### src/rtl/adc_sched_pkg.sv
// Shared types and helpers for the ADC sample scheduler.
// Optional build macro: ADC_SCHED_SIGNED_EN (uses inv_msb below).
package adc_sched_pkg;

  typedef enum logic [1:0] {
    StIdle,
    StSettle,
    StRun,
    StDrain
  } sched_state_e;

  // Saturation value of the dropped-sample counter.
  localparam logic [7:0] OvfMax = 8'hFF;

  // Offset-binary to two's complement: flip bit (w-1) of x.
  function automatic logic [31:0] inv_msb(input logic [31:0] x, input int unsigned w);
    return x ^ (32'd1 << (w - 1));
  endfunction

endpackage

### src/rtl/adc_sched_fifo.sv
// Synchronous sample FIFO. The head entry drives o_rdata straight from storage, so a
// sample written into an empty FIFO is visible the following cycle.
module adc_sched_fifo #(
  parameter int unsigned DATA_W     = 8,
  parameter int unsigned FIFO_DEPTH = 8,
  localparam int unsigned PtrW      = $clog2(FIFO_DEPTH),
  localparam int unsigned CntW      = PtrW + 1
) (
  input  logic              clk,
  input  logic              rst_n,
  input  logic              i_push,
  input  logic [DATA_W-1:0] i_wdata,
  input  logic              i_pop,
  output logic [DATA_W-1:0] o_rdata,
  output logic              o_full,
  output logic              o_empty,
  output logic [CntW-1:0]   o_count
);

  logic [DATA_W-1:0] r_mem [FIFO_DEPTH];
  logic [PtrW-1:0]   r_wr_ptr;
  logic [PtrW-1:0]   r_rd_ptr;
  logic [CntW-1:0]   r_count;
  logic              w_push;
  logic              w_pop;

  assign o_empty = (r_count == '0);
  assign o_full  = (r_count == CntW'(FIFO_DEPTH));
  // A pop on an empty FIFO is ignored; a push on a full one is accepted only with a pop.
  assign w_pop   = i_pop && !o_empty;
  assign w_push  = i_push && (!o_full || w_pop);
  assign o_rdata = r_mem[r_rd_ptr];
  assign o_count = r_count;

  // Sample storage; cleared on reset so m_data reads 0 out of reset.
  always_ff @(posedge clk or negedge rst_n) begin
    if (!rst_n) begin
      for (int i = 0; i < int'(FIFO_DEPTH); i++) begin
        r_mem[i] <= '0;
      end
    end else if (w_push) begin
      r_mem[r_wr_ptr] <= i_wdata;
    end
  end

  // Pointers wrap naturally (power-of-two depth); occupancy tracks 0..FIFO_DEPTH.
  always_ff @(posedge clk or negedge rst_n) begin
    if (!rst_n) begin
      r_wr_ptr <= '0;
      r_rd_ptr <= '0;
      r_count  <= '0;
    end else begin
      if (w_push) r_wr_ptr <= r_wr_ptr + 1'b1;
      if (w_pop)  r_rd_ptr <= r_rd_ptr + 1'b1;
      if (w_push && !w_pop) begin
        r_count <= r_count + 1'b1;
      end else if (!w_push && w_pop) begin
        r_count <= r_count - 1'b1;
      end
    end
  end

endmodule

### src/rtl/adc_sample_sched.sv
// ADC sample scheduler: settle, decimate, burst/continuous capture into a FIFO feeding
// the FIR over valid/ready. Build macro ADC_SCHED_SIGNED_EN converts offset-binary codes
// to two's complement before they are written into the FIFO.
module adc_sample_sched
  import adc_sched_pkg::*;
#(
  parameter int unsigned DATA_W     = 8,
  parameter int unsigned DIV_W      = 16,
  parameter int unsigned FIFO_DEPTH = 8,
  parameter int unsigned SETTLE_CYC = 4
) (
  input  logic              clk,
  input  logic              rst_n,
  input  logic              start,
  input  logic              stop,
  input  logic [DIV_W-1:0]  cfg_div,
  input  logic [15:0]       cfg_burst_len,
  input  logic [DATA_W-1:0] ad_pre_data,
  output logic [DATA_W-1:0] m_data,
  output logic              m_valid,
  input  logic              m_ready,
  output logic              busy,
  output logic              done,
  output logic [7:0]        ovf_cnt
);

  localparam int unsigned SetW = (SETTLE_CYC > 1) ? $clog2(SETTLE_CYC) : 1;
  localparam int unsigned CntW = $clog2(FIFO_DEPTH) + 1;

  sched_state_e      r_state;
  sched_state_e      w_state_nxt;
  logic [DIV_W-1:0]  r_div_q;
  logic [15:0]       r_burst_q;
  logic [DIV_W-1:0]  r_div_cnt;
  logic [15:0]       r_tick_cnt;
  logic [SetW-1:0]   r_set_cnt;
  logic [7:0]        r_ovf;
  logic              r_done;

  logic              w_start_ok;
  logic              w_tick;
  logic              w_pop;
  logic              w_push_ok;
  logic              w_drop;
  logic              w_burst_end;
  logic              w_full;
  logic              w_empty;
  logic [CntW-1:0]   w_fifo_cnt;
  logic [DATA_W-1:0] w_wdata;
  logic              w_done_nxt;

  // stop beats start when both arrive in IDLE.
  assign w_start_ok  = (r_state == StIdle) && start && !stop;
  assign w_tick      = (r_state == StRun) && (r_div_cnt == r_div_q);
  assign w_pop       = m_ready && !w_empty;
  assign w_push_ok   = w_tick && (!w_full || w_pop);
  assign w_drop      = w_tick && !w_push_ok;
  // Dropped ticks count too, so the burst spans a fixed time window.
  assign w_burst_end = w_tick && (r_burst_q != 16'd0) && (r_tick_cnt == r_burst_q - 16'd1);

`ifdef ADC_SCHED_SIGNED_EN
  assign w_wdata = DATA_W'(inv_msb(32'(ad_pre_data), DATA_W));
`else
  assign w_wdata = ad_pre_data;
`endif

  adc_sched_fifo #(
    .DATA_W     (DATA_W),
    .FIFO_DEPTH (FIFO_DEPTH)
  ) u_fifo (
    .clk     (clk),
    .rst_n   (rst_n),
    .i_push  (w_push_ok),
    .i_wdata (w_wdata),
    .i_pop   (m_ready),
    .o_rdata (m_data),
    .o_full  (w_full),
    .o_empty (w_empty),
    .o_count (w_fifo_cnt)
  );

  assign m_valid = !w_empty;
  assign busy    = (r_state != StIdle);
  assign done    = r_done;
  assign ovf_cnt = r_ovf;

  // Next-state logic.
  always_comb begin
    w_state_nxt = r_state;
    unique case (r_state)
      StIdle:   if (w_start_ok) w_state_nxt = StSettle;
      StSettle: begin
        if (stop) begin
          w_state_nxt = StDrain;
        end else if (r_set_cnt == SetW'(SETTLE_CYC - 1)) begin
          w_state_nxt = StRun;
        end
      end
      StRun:    if (stop || w_burst_end) w_state_nxt = StDrain;
      StDrain:  if (w_fifo_cnt == '0) w_state_nxt = StIdle;
      default:  w_state_nxt = StIdle;
    endcase
    w_done_nxt = (r_state == StDrain) && (w_state_nxt == StIdle);
  end

  // State register and done pulse.
  always_ff @(posedge clk or negedge rst_n) begin
    if (!rst_n) begin
      r_state <= StIdle;
      r_done  <= 1'b0;
    end else begin
      r_state <= w_state_nxt;
      r_done  <= w_done_nxt;
    end
  end

  // Config latch at start; settle, divider and tick counters.
  always_ff @(posedge clk or negedge rst_n) begin
    if (!rst_n) begin
      r_div_q    <= '0;
      r_burst_q  <= '0;
      r_set_cnt  <= '0;
      r_div_cnt  <= '0;
      r_tick_cnt <= '0;
    end else begin
      if (w_start_ok) begin
        r_div_q   <= cfg_div;
        r_burst_q <= cfg_burst_len;
      end
      r_set_cnt <= (r_state == StSettle) ? r_set_cnt + 1'b1 : '0;
      if (r_state != StRun || w_tick) begin
        r_div_cnt <= '0;
      end else begin
        r_div_cnt <= r_div_cnt + 1'b1;
      end
      if (r_state == StIdle) begin
        r_tick_cnt <= '0;
      end else if (w_tick) begin
        r_tick_cnt <= r_tick_cnt + 16'd1;
      end
    end
  end

  // Saturating dropped-sample counter, cleared by an accepted start.
  always_ff @(posedge clk or negedge rst_n) begin
    if (!rst_n) begin
      r_ovf <= '0;
    end else if (w_start_ok) begin
      r_ovf <= '0;
    end else if (w_drop && (r_ovf != OvfMax)) begin
      r_ovf <= r_ovf + 8'd1;
    end
  end

endmodule

### config.mk
export PLATFORM = sky130hd
export DESIGN_NAME = adc_sample_sched
export DESIGN_NICKNAME = d
export VERILOG_FILES = /design/src/rtl/adc_sched_pkg.sv /design/src/rtl/adc_sched_fifo.sv /design/src/rtl/adc_sample_sched.sv
export SDC_FILE = /design/constraint.sdc
export NUM_CORES = 1
export LEC_CHECK = 0
export CAP_MARGIN = 20
export CORE_ASPECT_RATIO = 0.7
export CORE_MARGIN = 2
export CORE_UTILIZATION = 63
export DETAILED_ROUTE_END_ITERATION = 10
export HOLD_SLACK_MARGIN = 0.03
export PLACE_DENSITY = 0.85
export SETUP_SLACK_MARGIN = 0.15
export SYNTH_ARGS = -nofsm -noshare
export SYNTH_HDL_FRONTEND = slang
export SYNTH_HIERARCHICAL = 1
export SYNTH_SLANG_ARGS = --single-unit
### constraint.sdc
create_clock -name clk -period 9.53 [get_ports clk]
set_input_delay 0.953 -clock clk [delete_from_list [all_inputs] [get_ports clk]]
set_output_delay 0.953 -clock clk [all_outputs]
set_load 0.005 [all_outputs]
## Word level (Yosys, flattened, before mapping)

Index checks and enable logic that the tools add are counted.

| operators by class | value |
|---|---|
| eq/ne operators | 9 |
| multiplexer cells | 20 |
| bitwise operators | 2 |
| $lt $le $gt $ge | 3 |
| $add $sub $neg | 9 |
| reductions and logical operators | 31 |

Operators with widths:

| operator | number |
|---|---|
| $bwmux 64 | 1 |
| $mux 16 | 3 |
| $mux 8 | 5 |
| $add 16x1->16 const B | 2 |
| $eq 16x16->1 | 2 |
| $bmux 8 s3 | 1 |
| $demux 8 s3 | 1 |
| $reduce_bool 16->1 | 1 |
| $sub 16x1->16 const B | 1 |
| $logic_and 1x1->1 | 14 |
| $mux 2 | 6 |
| $add 8x1->8 const B | 1 |
| $ge 4x4->1 const B | 2 |
| $mux 4 | 2 |
| $ne 8x8->1 const B | 1 |
| $not 3->4 | 2 |
| $pmux 2 s4 | 1 |
| $reduce_bool 2->1 | 4 |
| $add 3x1->3 const B | 2 |
| $eq 2x2->1 const B | 3 |
| $logic_not 1->1 | 6 |
| $add 4x1->4 const B | 1 |
| $eq 4x4->1 const B | 1 |
| $logic_not 2->1 | 2 |
| other kinds (7) | 9 |

| storage, ports and cells | value |
|---|---|
| input port bits | 45 |
| bits in registers | 151 |
| output and inout port bits | 19 |
| logic and storage cells | 93 |

## Longest topological paths before layout

Gate-level depths: netlist (run 1).

| logic depth | value |
|---|---|
| depth in word-level cells | 10 |
| mapped depth | 15 |
| depth with buffers taken out | 13 |

## By module

The synthesis (run 1) kept the hierarchy.

By module, submodules not included:

| module | area each (um^2) | cells each | instances | sequential area each (um^2) |
|---|---|---|---|---|
| adc_sample_sched | 4301.6 | 485 | 1 | 1926.8 |
| adc_sched_fifo | 3606.0 | 226 | 1 | 1851.8 |

## Worst setup path after synthesis (run 1)

No wires, ideal clock.

| path | value |
|---|---|
| kind | reg2reg |
| from | register r_div_cnt[1] |
| to | register u_fifo.r_count[3], in the netlist u_fifo/o_count[3] |
| slack | 6.062 ns |
| period minus slack after synthesis | 3.468 ns |
| data arrival time | 3.337 ns |
| data required time | 9.399 ns |
| buffers on the path | 2 |
| setup time | 0.131 ns |
| cell stages (with the launch flop) | 16 |
| cells stage by stage | dfrtp_1 -> xor2_1 -> nor4_1 -> nand4_1 -> buf_4 -> nor2_1 -> and2_1 -> buf_2 -> o21ai_1 -> inv_1 -> ha_1 -> inv_1 -> ha_1 -> or4_1 -> o211ai_1 -> o211ai_1 |

| on the way | value |
|---|---|
| word-level cells in the longest chain between the ends | 7 |
| elaborated cells on any way between the ends | 9 |
| those cells by class | eq/ne (1); mux (1); reduce/logical (7) |

RTL lines:

| element | line | source |
|---|---|---|
| start: declaration | adc_sample_sched.sv:34 | `logic [DIV_W-1:0] r_div_cnt;` |
| start signal: assignment | adc_sample_sched.sv:134 | `r_div_cnt <= r_div_cnt + 1'b1;` |
| $eq 16x16->1 * | adc_sample_sched.sv:54 | `assign w_tick = (r_state == StRun) && (r_div_cnt == r_div_q);` |
| $logic_and 1x1->1 * | adc_sample_sched.sv:54 |  |
| $logic_and 1x1->1 * | adc_sample_sched.sv:56 | `assign w_push_ok = w_tick && (!w_full \|\| w_pop);` |
| named net w_push_ok | adc_sample_sched.sv:43 | `logic w_push_ok;` |
| $logic_and 1x1->1 * | adc_sched_fifo.sv:31 | `assign w_push = i_push && (!o_full \|\| w_pop);` |
| named net u_fifo.w_push | adc_sched_fifo.sv:24 | `logic w_push;` |
| $logic_not 1->1 | adc_sched_fifo.sv:57 | `end else if (!w_push && w_pop) begin` |
| $logic_and 1x1->1 | adc_sched_fifo.sv:57 |  |
| $reduce_bool 2->1 (no source line) | -- |  |
| end signal: assignment | adc_sched_fifo.sv:56 | `r_count <= r_count + 1'b1;` |
| end signal: assignment | adc_sched_fifo.sv:58 | `r_count <= r_count - 1'b1;` |
| end: declaration | adc_sched_fifo.sv:23 | `logic [CntW-1:0] r_count;` |

The timed path passes the listed nets; every way through them passes the cells marked *.
A chain may end at the register's enable or synchronous reset.

## Worst setup path after layout (run 1)

| path | value |
|---|---|
| from | register r_div_cnt[2] |
| to | register u_fifo.r_count[3], in the netlist u_fifo/o_count[3] |

The elaborated chain is that of the path after synthesis.

==> results of run 1 <==
[how the worst max path moves through the flow]
stage	start	to	slack, ns	cells after the start
final	r_div_cnt[2]	u_fifo/o_count[3]	4.59	13
after floorplan	r_div_cnt[1]	u_fifo/o_count[3]	6.06	15
after global routing	r_div_cnt[3]	u_fifo/o_count[3]	4.34	13
after detailed placement	m_ready	u_fifo/o_count[3]	4.89	12
after global placement	m_ready	u_fifo/o_count[3]	5.12	12
after CTS	r_div_cnt[2]	u_fifo/o_count[3]	4.73	13
[sequential cells by signal, indices dropped and copies added, names as in the netlist, 4 cells and up]
register and count:
ovf_cnt 8, r_burst_q 16, r_div_cnt 16, r_div_q 16, r_tick_cnt 16, u_fifo/o_count 4, u_fifo/r_mem 64
[through the flow]
stage | hold slack, ns | instance area [sq um] | utilization | setup slack (ns) | total power [uW]
floorplan | 0.414 | 7910 | - | 6.06 | 1250
global placement | 0.425 | 8620 | 0.699 | 5.12 | 1370
detailed placement | 0.455 | 8620 | 0.699 | 4.89 | 1400
CTS | 0.463 | 9220 | 0.747 | 4.73 | 2100
global route | 0.486 | 9250 | 0.750 | 4.34 | 2220
finish | 0.464 | 9250 | 0.750 | 4.59 | 2120
[cell families after synthesis]
| logic type | Yosys count |
|---|---|
| fa+ha+maj | 12 |
| compound gates | 73 |
| simple gates | 263 |
| xor+xnor | 60 |
| flops | 151 |
| mux | 98 |
| buf+inv | 54 |
[per-layer routing]
layer	vias to the layer above	track usage	wire, um
li1	2629	-	-
met1	2969	0.434	8350
met2	239	0.472	9130
met3	53	0.0576	1040
met4	0	0.0871	418
met5	-	0	0
[synthesized netlist by cell type, types with 3 or more instances]
| master | count |
|---|---|
| o2111ai_4 | 3 |
| ha_1 | 11 |
| buf_2 | 4 |
| dfrtp_1 | 151 |
| xnor2_1 | 30 |
| clkbuf_1 | 19 |
| inv_1 | 22 |
| and2_1 | 5 |
| nand2_1 | 114 |
| mux2i_1 | 7 |
| nor4_1 | 14 |
| nor2_1 | 42 |
| nor2b_1 | 6 |
| o211ai_4 | 3 |
| a31oi_1 | 5 |
| o211ai_1 | 5 |
| and3_1 | 6 |
| a31o_2 | 6 |
| a41o_1 | 3 |
| buf_1 | 5 |
| o21ai_0 | 17 |
| or3_1 | 5 |
| mux4_2 | 16 |
| nand2b_1 | 8 |
| xor2_1 | 30 |
| nor3_1 | 13 |
| a21oi_1 | 14 |
| nand3_1 | 21 |
| nand4_1 | 12 |
| mux2_2 | 75 |
[critical path, stage by stage, from the launching register on]
cell and delay (ns):
dfrtp_1 0.45, xor2_1 0.19, nor4_1 0.39, nand4_1 0.72, nor2_1 0.61, and2_1 0.43, o21ai_1 0.23, inv_1 0.11
ha_1 0.28, inv_1 0.15, ha_1 0.38, or4_1 0.59, o211ai_1 0.17, o211ai_1 0.11
[final cells by class]
cell class	count	area [sq um]
Inverter	22	82.6
Clock inverter	12	140
Multi-Input combinational cell	506	3900
Sequential cell	151	3780
Fill cell	795	3090
Timing Repair Buffer	68	689
Tap cell	162	203
Clock buffer	20	457
[report_power, final]
group / internal, uW / total [uW] / switching (uW) / leakage (uW)
Clock: 404 / 684 / 280 / 0.000284
Sequential: 741 / 912 / 172 / 0.00204
Combinational: 249 / 527 / 277 / 0.00194
Total: 1390 / 2120 / 729 / 0.00427
==> out/results.tsv, run 1 <==
stage	metric	value	unit
floorplan	DIE AREA	0.0135	sq mm
synth	Post-synth EDFFs	0	
synth	Syn Inst Count	711	
placed_design	Placed Cells incl. Taps	908	
sta	setup TNS	0	ns
setup_path	R2R Path Start	r_div_cnt[2]	
synth	Synth Area in Compound Gates	0.0813	
synth	Yosys Warn Count	6	
clock_tree	Clock transition at path regs	0.06	ns
sta	RSZ-0062 raised after global routing	false	
synth	Synth Flop Type	dfrtp_1	
drt	Routed WL	18900	um
layout	most frequent cells in the layout	151 x dfrtp_1, 114 x nand2_1, 75 x mux2_2	
synth	synth unique cells	62	
drt	first drt pass iteration count	5	
synth	ys async rst share	1.00	
synth	Mapped Nets	768	
global_route	largest net degree at the start of global routing	77	
sta	fin crit period	4.94	ns
drt	Detailed Route Iter0 Violations	590	
drt	drc violations	0	
placed_design	dpl hpwl	11800	um
drt	Via density	6.26	
setup_path	kind of start point of the critical path	register	
clock_tree	CTS tree	yes	
clock_tree	setup bufs post-CTS	0	
clock_tree	worst skew pair latency	0.42	ns
layout	Post-Layout Cell Count	941	
clock_tree	Root Driver	clkbuf_16	
floorplan	Ports	64	
flow_run	MaxCap Viol Count	0	
sta	final hold vios	0	
layout	most common cell after layout, fill and taps aside	dfrtp_1	
floorplan	Core ar.	0.0123	sq mm
pwr	PD cells	230	mW/mm^2
layout	share of cells above drive strength 1	0.196	
synth	largest family of logic cells by synthesized area	simple AND/OR/NAND/NOR gates	
clock_tree	CTS buffer count	17	
worst_hold_path	hold_sp	r_set_cnt[0]	
setup_path	critical path data arrival time	5.23	ns
worst_hold_path	hold crit path type	register to register	
clock_tree	CTS Sinks	151	
layout	Ant. Diodes	0	
synth	Area contributors post-synth	dfrtp_1 48%, mux2_2 11%, nand2_1 5.4%, mux4_2 4.6%, xnor2_1 3.3%	
global_route	first-pass GRT wire length	31200	um
synth	XOR/XNOR share of the synthesized area	0.0665	
drt	Vias	5890	
layout	Area growth syn-to-layout	17.0	%
clock_tree	H-Tree Depth	4	
worst_hold_path	cell depth of the worst min-delay path	1	
drt	Routed Antenna Nets	0	
clock_tree	post-CTS sizing	0	
placed_design	PortBufs	63	
setup_path	Critical Path RT	9.82	ns
synth	Seq cells post-synth	151	
floorplan	Die Wd	138	um
synth	simple-gate portion of the synthesized area	0.164	
setup_path	r2r endpoint	u_fifo/o_count[3]	
synth	area leader, netlist	dfrtp_1	
floorplan	Die H	97.7	um
sta	relative slew slack	0.367	
global_route	grt total ovfl	0	
setup_path	crit path kind	register to register	
global_route	vias in the first global route	5961	
sta	Peak Freq	202	MHz
global_route	initial antenna violation count	0	
synth	top cell type's share of synthesized area	0.478	
clock_tree	Post-CTS Hold Buffers	0	
global_route	Total GRT Usage	0.301	
pwr	Max IR drop VDD	0.162	mV
floorplan	Rows	34	
sta	fin. max-slew vios	0	
worst_hold_path	hold endpoint	r_set_cnt[0]	
drt	routed len/inst	20.1	um
sta	clock skew	0.00935	ns
synth	mux cell area share after synthesis	0.161	
synth	Post-Syn Area per Cell	11.1	sq um
synth	sequential share of the synthesized area	0.478	
sta	count of final setup violators	0	
pwr	Pleak	0.00427	uW
clock_tree	Clock Path Buffers	2	
setup_path	critical-path maximum fanout	12	
synth	adder-cell area share of the yosys netlist	0.0199	
sta	period utilisation layout	0.519	
setup_path	cells on worst reg2reg path	13	
setup_path	CP endpoint kind	register	
setup_path	Reg2Reg Setup Slack	4.59	ns
floorplan	Starting Density	0.641	
sta	worst slew pin tran	0.950	ns
run_status	status	complete, no violations	
synth	Mapped Area	0.00791	sq mm
placed_design	RePlAce Congestion	0.866	
layout	nets	823	
Power figures use the tool's default switching activity.
==> run 2: changes to the inputs <==
- CORE_UTILIZATION: 63 -> 53
- PLACE_DENSITY: 0.85 -> 0.77
- clock period: 9.53 -> 4.18 ns (I/O delays scaled with it)
==> out/results.tsv, run 2 (synthesis gave the netlist of run 1 again) <==
stage	metric	value	unit
sta	fin crit period	3.76	ns
global_route	largest net degree at the start of global routing	102	
layout	Largest register FFs	64	
setup_path	CP max stage delay	0.53	ns
setup_path	kind of start point of the critical path	register	
clock_tree	CTS Sinks	151	
sta	Peak Freq	266	MHz
drt	Routed WL	17000	um
setup_path	CP endpoint kind	register	
placed_design	Placed Cells incl. Taps	946	
setup_path	CP Launch Point	r_div_cnt[1]	
drt	Routed Antenna Nets	0	
drt	routed len/inst	17.4	um
setup_path	R2R Path Start	r_div_cnt[1]	
floorplan	Core ar.	0.0146	sq mm
sta	setup TNS	0	ns
clock_tree	Clock transition at path regs	0.07	ns
clock_tree	setup bufs post-CTS	0	
layout	most flop-heavy register	u_fifo/r_mem	
placed_design	RePlAce Congestion	0.931	
global_route	initial antenna violation count	0	
pwr	Max IR drop VDD	0.268	mV
clock_tree	Clock Path Buffers	2	
pwr	PD cells	513	mW/mm^2
layout	most frequent cells in the layout	151 x dfrtp_1, 114 x nand2_1, 75 x mux2_2	
sta	period utilisation layout	0.900	
setup_path	critical-path maximum fanout	12	
setup_path	Critical Path RT	4.48	ns
sta	worst slew pin tran	0.921	ns
layout	most common cell after layout, fill and taps aside	dfrtp_1	
global_route	Total GRT Usage	0.230	
clock_tree	CTS buffer count	17	
pwr	Pleak	0.00430	uW
clock_tree	CTS tree	yes	
floorplan	Die Wd	150	um
clock_tree	Root Driver	clkbuf_16	
layout	Post-Layout Cell Count	978	
drt	drc violations	0	
drt	first drt pass iteration count	5	
sta	final hold vios	0	
drt	Vias	5597	
sta	fin. max-slew vios	0	
placed_design	PortBufs	63	
clock_tree	post-CTS sizing	0	
floorplan	Starting Density	0.541	
setup_path	CP Cell Sequence	xor2_1 > nor4_1 > nand4_1 > buf_4 > nor2_1 > and2_1 > o21ai_1 > inv_1 > ha_1 > inv_1 > ha_1 > or4_1 > o211ai_1 > o211ai_1	
sta	relative slew slack	0.386	
floorplan	Die H	106	um
floorplan	Ports	64	
worst_hold_path	hold crit path type	primary input to asynchronous set/reset pin	
layout	Area growth syn-to-layout	17.9	%
setup_path	slowest CP cell	or4_1	
global_route	first-pass GRT wire length	28700	um
layout	Ant. Diodes	0	
setup_path	crit path kind	register to register	
layout	share of cells above drive strength 1	0.202	
sta	count of final setup violators	0	
drt	Via density	5.72	
clock_tree	Post-CTS Hold Buffers	0	
drt	Detailed Route Iter0 Violations	332	
layout	nets	827	
clock_tree	H-Tree Depth	4	
run_status	status	complete, no violations	
global_route	vias in the first global route	5678	
sta	clock skew	0.00950	ns
sta	RSZ-0062 raised after global routing	false	
global_route	grt total ovfl	0	
setup_path	cells on worst reg2reg path	14	
floorplan	Rows	37	
setup_path	critical path data arrival time	4.06	ns
floorplan	DIE AREA	0.0159	sq mm
clock_tree	worst skew pair latency	0.42	ns
flow_run	MaxCap Viol Count	0	
placed_design	dpl hpwl	11800	um
run 2: cell count changes in the layout (fill, tap and decap cells not counted), sizes merged:
cell and delta:
clkbuf -1, clkinv +3, buf +4, bufinv +1, clkinvlp -2, inv -1
run 2: path summary, 6_finish.rpt:
path                       slack (ns)                end
max in group asynchronous        3.13   u_fifo/r_mem[27]
min                              0.07      r_burst_q[14]
max reg2reg                      0.42  u_fifo/o_count[3]
min in group clk                 0.45       r_set_cnt[0]
min reg2reg                      0.45       r_set_cnt[0]
max                              0.42  u_fifo/o_count[3]
run 2: final cells by class:
class                   count  area (sq um)
repair buffers             72           699
fillers                  1134          5300
flip-flops and latches    151          3780
well taps                 195           244
multi-input cells         506          3900
clock inverters            13           169
clock buffers              19           453
inverters                  22          82.6
run 2: routing by layer:
| metal | global-route usage | part of all wire | wire, um |
|---|---|---|---|
| met1 | 0.327 | 0.48 | 8110 |
| met2 | 0.357 | 0.47 | 8030 |
| met3 | 0.0554 | 0.041 | 706 |
| met4 | 0.0613 | 0.011 | 191 |
| met5 | 0 | 0 | 0 |
run 2: power breakdown:
group	internal, uW	total [uW]	switching [uW]
combinational	547	1150	600
sequential	1690	2040	354
clock	978	1600	619
total	3210	4790	1570
run 2: metrics by stage:
step                total power, uW  worst slack (ns)  utilization  hold slack, ns  cell area, sq um
detailed placement             3200             0.501        0.595           0.441              8700
global route                   5070             0.199        0.637           0.182              9330
global placement               3130             0.621        0.595           0.425              8700
floorplan                      2850             0.712            -           0.122              7910
CTS                            4820             0.418        0.637           0.133              9330
finish                         4790             0.419        0.637          0.0687              9330
run 2: critical path: cells and delay by family (launching register included):
family / cells / cell delay, ns
fa+ha+maj: 2 / 0.61
buf+inv: 3 / 0.48
compound gates: 3 / 0.40
flops: 1 / 0.45
simple gates: 5 / 1.53
xor+xnor: 1 / 0.17
==> run 3: changes to the inputs <==
- PLACE_DENSITY: 0.77 -> 0.78
- SLEW_MARGIN: default -> 10
==> out/results.tsv, run 3 (synthesis gave the netlist of run 1 again) <==
stage	metric	value	unit
clock_tree	CTS tree	yes	
pwr	Pleak	0.00429	uW
layout	most common cell after layout, fill and taps aside	dfrtp_1	
sta	RSZ-0062 raised after global routing	false	
setup_path	Critical Path RT	4.47	ns
sta	count of final setup violators	0	
global_route	vias in the first global route	5749	
pwr	sw frac	0.325	
setup_path	critical-path maximum fanout	12	
clock_tree	worst skew pair latency	0.42	ns
pwr	combinational share of power	0.246	
layout	nets	827	
setup_path	r2r endpoint	u_fifo/o_count[3]	
sta	clock skew	0.00598	ns
global_route	first-pass GRT wire length	29400	um
layout	design area	0.00930	sq mm
sta	fin crit period	3.74	ns
sta	fin. max-slew vios	0	
global_route	largest net degree at the start of global routing	99	
floorplan	Rows	37	
pwr	PD cells	511	mW/mm^2
sta	final hold vios	0	
layout	Largest register FFs	64	
floorplan	DIE AREA	0.0159	sq mm
layout	Ant. Diodes	0	
floorplan	Ports	64	
placed_design	dpl hpwl	11900	um
clock_tree	Root Driver	clkbuf_16	
drt	drc violations	0	
pwr	Sw Pwr	1540	uW
global_route	grt total ovfl	0	
setup_path	kind of start point of the critical path	register	
clock_tree	CTS buffer count	17	
setup_path	crit path kind	register to register	
sta	Peak Freq	268	MHz
global_route	initial antenna violation count	0	
sta	relative slew slack	0.344	
layout	Core Util, Final	0.636	
clock_tree	CTS Sinks	151	
setup_path	critical path data arrival time	4.03	ns
pwr	sequential power share	0.429	
floorplan	Die H	106	um
placed_design	RePlAce Congestion	0.875	
sta	setup TNS	0	ns
drt	first drt pass iteration count	5	
clock_tree	Clock Path Buffers	2	
pwr	Clk pwr share	0.325	
setup_path	CP endpoint kind	register	
pwr	Max IR drop VDD	0.290	mV
placed_design	PortBufs	63	
floorplan	Die Wd	150	um
drt	Detailed Route Iter0 Violations	437	
layout	most frequent cells in the layout	151 x dfrtp_1, 114 x nand2_1, 75 x mux2_2	
sta	period utilisation layout	0.894	
layout	Area growth syn-to-layout	17.6	%
worst_hold_path	hold crit path type	primary input to asynchronous set/reset pin	
global_route	Total GRT Usage	0.239	
setup_path	cells on worst reg2reg path	14	
setup_path	R2R Path Start	r_div_cnt[1]	
drt	Vias	5642	
setup_path	Reg2Reg Setup Slack	0.44	ns
drt	Via density	5.77	
clock_tree	H-Tree Depth	4	
run_status	status	complete, no violations	
layout	most flop-heavy register	u_fifo/r_mem	
floorplan	Starting Density	0.541	
sta	worst slew pin tran	0.972	ns
placed_design	placed cell area	0.00870	sq mm
layout	share of cells above drive strength 1	0.197	
drt	Routed WL	17500	um
clock_tree	Clock transition at path regs	0.06	ns
flow_run	MaxCap Viol Count	0	
drt	routed len/inst	17.8	um
floorplan	Core ar.	0.0146	sq mm
clock_tree	Post-CTS Hold Buffers	0	
drt	Routed Antenna Nets	0	
pwr	P_int	3210	uW
==> run 3: how the worst max path moves through the flow <==
stage,start,end,slack [ns],cells past startpoint
6_report,r_div_cnt[1],u_fifo/o_count[3],0.44,14
5_1_grt,r_div_cnt[1],u_fifo/o_count[3],0.23,14
4_1_cts,r_div_cnt[1],u_fifo/o_count[3],0.36,14
3_5_place_dp,r_div_cnt[9],u_fifo/o_count[3],0.42,14
3_3_place_gp,r_div_cnt[9],u_fifo/o_count[3],0.66,14
2_1_floorplan,r_div_cnt[1],u_fifo/o_count[3],0.71,15
==> run 3: layout make-up <==
| cell class | count | area (sq um) |
|---|---|---|
| tap | 195 | 244 |
| fill | 1112 | 5330 |
| multi-input combinational | 506 | 3900 |
| timing repair buffer | 72 | 699 |
| inverter | 22 | 82.6 |
| sequential | 151 | 3780 |
| clock buffer | 24 | 472 |
| clock inverter | 8 | 121 |
==> run 3: worst max-delay path, cell delays in order (launching register included) <==
cell,delay (ns)
dfrtp_1,0.45
xor2_1,0.17
nor4_1,0.35
nand4_1,0.15
buf_4,0.24
nor2_1,0.14
and2_2,0.29
o21ai_1,0.16
inv_1,0.10
ha_1,0.25
inv_1,0.14
ha_1,0.37
or4_1,0.55
o211ai_1,0.14
o211ai_1,0.11
==> run 3: layer usage <==
metal,GRT usage,wire (um),vias to the layer above
li1,-,-,2645
met1,0.336,8090,2846
met2,0.365,8360,125
met3,0.0567,736,26
met4,0.0802,265,0
met5,0,0,-
==> run 3: repair_timing <==
| action | 4_1_cts | 5_1_grt |
|---|---|---|
| endpoints found under the setup margin | 0 | 1 |
| gates resized for setup | 0 | 1 |
| setup buffers | 0 | 0 |
==> run 3: power by group through the flow <==
| stage | Combinational (uW) | Sequential [uW] | Clock (uW) |
|---|---|---|---|
| 2_1_floorplan | 948 | 1900 | 0 |
| 6_report | 1170 | 2040 | 1540 |
| 4_1_cts | 1170 | 2030 | 1570 |
| 5_1_grt | 1300 | 2070 | 1650 |
| 3_5_place_dp | 1150 | 2060 | 0 |
| 3_3_place_gp | 1100 | 2030 | 0 |
==> run 3: per-stage QoR <==
stage          total power [uW]  std cells  hold slack, ns  setup slack, ns
5_1_grt                    5030        978           0.162            0.230
2_1_floorplan              2850        711           0.122            0.712
4_1_cts                    4780        977           0.120            0.360
3_3_place_gp               3140        945           0.425            0.656
6_report                   4750        978          0.0780            0.442
3_5_place_dp               3210        945           0.455            0.423
